===== src/rtl/divisor_radix_param.sv =====
// Multicycle restoring integer divider, signed/unsigned per operation, BITS_CICLO quotient bits per cycle.
// Latency: tamanyo/BITS_CICLO + 2 edges from accepted Start to Done; 2 edges for divide by zero.
// Backpressure: none; Start is ignored while Busy, and Start in the Done cycle is accepted.
module divisor_radix_param #(
  parameter int tamanyo    = 32,
  parameter int BITS_CICLO = 1
) (
  input  logic               CLK,
  input  logic               RST,
  input  logic               Start,
  input  logic               Signo,
  input  logic [tamanyo-1:0] Num,
  input  logic [tamanyo-1:0] Den,
  output logic [tamanyo-1:0] Coc,
  output logic [tamanyo-1:0] Res,
  output logic               Done,
  output logic               Busy,
  output logic               DivCero,
  output logic               Desb
);

  localparam int W  = tamanyo;
  localparam int N  = tamanyo / BITS_CICLO;
  localparam int CW = (N > 1) ? $clog2(N) : 1;

  localparam logic [W-1:0] MIN_VAL = {1'b1, {(W-1){1'b0}}};
  localparam logic [CW-1:0] CONT_INIT = CW'(N - 1);

  // Refuse to elaborate with an unsupported geometry.
  if ((BITS_CICLO != 1 && BITS_CICLO != 2 && BITS_CICLO != 4) ||
      (tamanyo < 4) || ((tamanyo % 2) != 0) ||
      ((tamanyo % BITS_CICLO) != 0)) begin : g_bad_params
    $error("divisor_radix_param: unsupported tamanyo/BITS_CICLO combination");
  end

  typedef enum logic [1:0] {IDLE, CALC, FIX} state_t;

  state_t         state_q;
  logic           signo_q;
  logic           sn_q;      // dividend was negative (signed mode only)
  logic           sd_q;      // divisor was negative (signed mode only)
  logic           zero_q;    // divisor was zero
  logic           ovf_q;     // MIN / -1 in signed mode
  logic [W-1:0]   q_q;       // dividend magnitude shifting into quotient
  logic [W-1:0]   m_q;       // divisor magnitude
  logic [W-1:0]   accu_q;    // partial remainder
  logic [CW-1:0]  cont_q;

  logic [W-1:0]   q_d;
  logic [W-1:0]   accu_d;
  logic [W:0]     step_sh;
  logic [W-1:0]   step_a;
  logic [W-1:0]   step_q;

  // Operand magnitudes and sign capture at Start.
  logic           num_neg;
  logic           den_neg;
  logic [W-1:0]   num_mag;
  logic [W-1:0]   den_mag;
  logic           ovf_in;

  assign num_neg = Signo & Num[W-1];
  assign den_neg = Signo & Den[W-1];
  assign num_mag = num_neg ? -Num : Num;
  assign den_mag = den_neg ? -Den : Den;
  assign ovf_in  = Signo && (Num == MIN_VAL) && (Den == {W{1'b1}});

  // BITS_CICLO chained restoring steps; W+1-bit compare keeps the shifted carry exact.
  always_comb begin
    step_a  = accu_q;
    step_q  = q_q;
    step_sh = '0;
    for (int i = 0; i < BITS_CICLO; i++) begin
      step_sh = {step_a, step_q[W-1]};
      step_q  = {step_q[W-2:0], 1'b0};
      if (step_sh >= {1'b0, m_q}) begin
        step_sh   = step_sh - {1'b0, m_q};
        step_q[0] = 1'b1;
      end
      step_a = step_sh[W-1:0];
    end
    accu_d = step_a;
    q_d    = step_q;
  end

  // Control FSM with registered results, flags and handshake outputs.
  always_ff @(posedge CLK) begin
    if (RST) begin
      state_q <= IDLE;
      signo_q <= 1'b0;
      sn_q    <= 1'b0;
      sd_q    <= 1'b0;
      zero_q  <= 1'b0;
      ovf_q   <= 1'b0;
      q_q     <= '0;
      m_q     <= '0;
      accu_q  <= '0;
      cont_q  <= '0;
      Coc     <= '0;
      Res     <= '0;
      Done    <= 1'b0;
      Busy    <= 1'b0;
      DivCero <= 1'b0;
      Desb    <= 1'b0;
    end else begin
      Done <= 1'b0;
      case (state_q)
        IDLE: begin
          if (Start) begin
            signo_q <= Signo;
            sn_q    <= num_neg;
            sd_q    <= den_neg;
            zero_q  <= (Den == '0);
            ovf_q   <= ovf_in;
            q_q     <= num_mag;
            m_q     <= den_mag;
            accu_q  <= '0;
            cont_q  <= CONT_INIT;
            Busy    <= 1'b1;
            state_q <= (Den == '0) ? FIX : CALC;
          end
        end
        CALC: begin
          q_q    <= q_d;
          accu_q <= accu_d;
          if (cont_q == '0) begin
            state_q <= FIX;
          end else begin
            cont_q <= cont_q - 1'b1;
          end
        end
        FIX: begin
          if (zero_q) begin
            // q_q still holds |Num|; re-applying the sign restores Num as sampled.
            Coc     <= {W{1'b1}};
            Res     <= sn_q ? -q_q : q_q;
            DivCero <= 1'b1;
            Desb    <= 1'b0;
          end else begin
            // Truncating division: remainder follows the dividend's sign.
            Coc     <= (signo_q & (sn_q ^ sd_q)) ? -q_q : q_q;
            Res     <= (signo_q & sn_q) ? -accu_q : accu_q;
            DivCero <= 1'b0;
            Desb    <= ovf_q;
          end
          Done    <= 1'b1;
          Busy    <= 1'b0;
          state_q <= IDLE;
        end
        default: begin
          state_q <= IDLE;
          Busy    <= 1'b0;
        end
      endcase
    end
  end

endmodule


===== config.mk =====
export PLATFORM = sky130hd
export DESIGN_NAME = divisor_radix_param
export DESIGN_NICKNAME = d
export VERILOG_FILES = /design/src/rtl/divisor_radix_param.sv
export SDC_FILE = /design/constraint.sdc
export NUM_CORES = 1
export LEC_CHECK = 0
export BUFFER_PORTS_ARGS = -buffer_cell sky130_fd_sc_hd__buf_2
export CORE_MARGIN = 4
export CORE_UTILIZATION = 45
export CTS_BUF_LIST = sky130_fd_sc_hd__clkbuf_4
export DETAILED_ROUTE_END_ITERATION = 8
export GPL_TIMING_DRIVEN = 1
export MAX_ROUTING_LAYER = met4
export PLACE_DENSITY = 0.63
export SYNTH_ARGS = -nofsm -noshare
export SYNTH_HDL_FRONTEND = slang
export SYNTH_SLANG_ARGS = --single-unit

===== constraint.sdc =====
create_clock -name CLK -period 8.4 [get_ports CLK]
set_input_delay 0.42 -clock CLK [delete_from_list [all_inputs] [get_ports CLK]]
set_output_delay 0.42 -clock CLK [all_outputs]
set_load 0.005 [all_outputs]

==> metrics.yaml <==
sta:
  setup_tns_ns: 0
  worst_pin_slew_ns: 1.163
  clock_skew_ns: 0.03184
  finalCritPeriodShare: 0.4125
  drv_slew: 0
  max_freq_mhz: 288.6
  hold_viol: 0
  setup_violations: 0
  rsz0062_at_grt: "no"
  period_needed_ns: 3.465
  maxSlewHeadroom: 0.2243
synth:
  synth_top_area_frac: 0.3029
  synthMuxAreaShare: 0.007745
  ys_seq_elements: 176
  mappedNetlistArea_mm2: 0.01163
  syn_nets: 1659
  synthDistinctLibCells: 70
  synthCells: 1551
  synth.avg_cell_area_um2: 7.499
  synth_enable_flop_cells: 0
  yosysTopAreaCell: "dfxtp_1"
  synthArstFlopShare: 0
  synth_top_family_by_area: "compound AO/OA/AOI/OAI gates"
  synth_flop_cell: "dfxtp_1"
  synth-simple-area-share: 0.1965
  synth_compound_area_frac: 0.2598
  synth-adder-area-share: 0.04367
  synth_area_leaders: "dfxtp_1 30%, xnor2_1 8.4%, a21oi_1 7.0%, nor2_1 6.2%, nand2_1 4.7%"
  synthXorXnorAreaFrac: 0.1288
  synth-seq-area-share: 0.3029
  ys_warn_count: 0
critical_path:
  worst_setup_path_end_kind: "flop"
  slowest_delay_ns: 0.50
  arrival_ns: 3.94
  criticalPathCategory: "flop to flop"
  crit_family: "compound AO/OA/AOI/OAI gates"
  critPathSlowestCell: "buf_4"
  r2r_cells: 10
  path_buf_inv: 1
  crit_path_cell_trace: "ha_1 -> a21o_1 -> a21oi_1 -> o21ai_1 -> a221oi_2 -> a31oi_2 -> a2111oi_4 -> buf_4 -> nand2b_1 -> o21ai_0"
  rr_endpoint: "accu_q[23]"
  reg2reg_slack_ns: 4.93
  start_kind: "flop"
  worstReg2RegStart: "accu_q[2]"
  crit_required_ns: 8.87
  critPathMaxFanout: 50
floorplanning:
  io_pins: 136
  die_w_um: 168.8
  num_rows: 58
  core_area_mm2: 0.02533
  initial_core_util: 0.4592
  die-area_mm2: 0.02848
  die_y_um: 168.8
cts:
  cts_hold_buf: 0
  postCtsSetupBuffers: 0
  clkLatencyLatePin_ns: 0.59
  cts_max_path_buffers: 2
  clk_pin_slew_worst_paths_ns: 0.15
  cts_tree: "yes"
  cts-resized-gates: 0
  ctsRootBufferMaster: "clkbuf_4"
  cts_sinks: 176
  cts_buffers: 17
  htreeDepth: 4
route:
  ant_nets: 0
  drcViolationCount: 0
  via_per_inst: 5.787
  finalWirelength_um: 35610
  vias: 11291
  avgRoutedWirePerCell_um: 18.25
  drt_iter0_markers: 1007
  drt_pass1_iterations: 5
finish:
  area_delta_synth_final_pct: 8.670
  fin_cells: 1951
  drive_above_1_share: 0.1242
  nNetsFinal: 1716
  fill_cells: 2608
worst_hold_path:
  hp-class: "primary input to flop"
  min-delay-start: "Den[0]"
  min_to: "m_q[0]"
  holdPathStages: 3
grt:
  busiest_layer: "met1"
  grt_pass1_wl_um: 56600
  use_met2: 0.3635
  grt_util_all_layers: 0.2518
  antenna_found_initial: 2
  use_met3: 0.03340
  grt.overflow.total: 0
  grt_pass1_vias: 10121
  grt_max_degree: 103
  use_met1: 0.3731
pwr:
  ir_drop_mv: 0.07856
  p_leak_nw: 4.940
  p_per_area_mw_per_mm2: 191.4
run_status:
  status: "completed"
flow_run:
  maxCapViolations: 0
placement:
  place_congestion: 0.9052
  dp_cells: 1919
  hpwl_um: 26920
  portBuffers: 135
-- sequential cells by signal, summed over array words and instances, names as in the netlist --
| register | flops |
|---|---|
| Coc | 32 |
| Res | 32 |
| accu_q | 32 |
| m_q | 32 |
| q_q | 32 |
| cont_q | 5 |
| state_q | 2 |
| Busy | 1 |
| Desb | 1 |
| DivCero | 1 |
| Done | 1 |
| ovf_q | 1 |
| sd_q | 1 |
| signo_q | 1 |
| sn_q | 1 |
| zero_q | 1 |
-- cell usage after synthesis (21+ instances only) --
cell      number
nor2_1       192
ha_1          39
xor2_1        59
nor3_1        26
clkbuf_1      97
o21ai_0       89
o22ai_1       31
inv_1         78
a211oi_1      48
o31ai_1       21
dfxtp_1      176
xnor2_1      112
o211ai_1      22
a221oi_1      28
nand2_1      145
a21oi_1      162
-- worst min-delay path: cells and delay by family --
kind                   cells  cell delay, ns
buffers and inverters      1            0.12
AND/OR/NAND/NOR            1            0.05
AO/OA/AOI/OAI              1            0.05
-- metal layers --
layer	vias to the layer above	routed length [µm]
li1	5616	-
met1	5241	17870
met2	398	14970
met3	36	2210
met4	0	552
met5	-	0
-- placed cells by master (no fill, tap or decap), drive strengths merged, types with 31 or more instances in the layout --
| master | synthesis | routed |
|---|---|---|
| a211oi | 48 | 48 |
| a21oi | 162 | 162 |
| buf | 11 | 146 |
| dfxtp | 176 | 176 |
| ha | 39 | 39 |
| inv | 78 | 82 |
| nand2 | 145 | 145 |
| nor2 | 194 | 194 |
| o21ai | 90 | 90 |
| o22ai | 31 | 31 |
| xnor2 | 112 | 112 |
| xor2 | 59 | 59 |
-- cell families (layout without fill, tap and decap cells) --
group                    after synthesis  in the layout
XOR/XNOR                             171            171
adder cells (fa/ha/maj)               40             40
other                                  0              2
multiplexers                           9              9
AND/OR/NAND/NOR                      496            496
flip-flops                           176            176
AO/OA/AOI/OAI                        473            473
buffers and inverters                186            254
-- power by group --
group	internal, mW	total (mW)	switching (mW)
clock network	0.119	0.438	0.320
logic	0.366	0.986	0.620
registers	0.908	0.994	0.0858
-- per-stage QoR --
stage               power, mW  area [µm²]  hold WS, ns  setup slack, ns  utilization
floorplan               1.723       11630       0.4320            5.664            -
global placement        1.978       12410       0.4366            4.839       0.4901
detailed placement      1.984       12410       0.4415            4.895       0.4901
CTS                     2.419       12630      0.05719            4.842       0.4989
global route            2.578       12640      0.08147            4.595       0.4991
finish                  2.419       12640      0.08301            4.935       0.4991
-- area by class of cell --
class	count	area [µm²]	share of cell area
antenna	2	5.005	0.0003960
clock buffer	18	135.1	0.01069
clock inverter	12	87.58	0.006929
inverter	78	292.8	0.02316
multi-input combinational	1189	7421	0.5871
sequential	176	3525	0.2789
tap	330	412.9	0.03267
timing repair buffer	146	760.7	0.06019
-- worst max-delay path by stage --
stage	startpoint	end	slack, ns	depth (start not counted)
after floorplan	accu_q[5]	accu_q[29]	5.66	11
after global placement	state_q[0]	ovf_q	4.84	9
after detailed placement	state_q[0]	ovf_q	4.89	9
after CTS	state_q[0]	ovf_q	4.84	9
after global routing	state_q[0]	ovf_q	4.60	9
final	accu_q[2]	accu_q[23]	4.93	10
No activity file was read; power rests on OpenSTA's default activity.
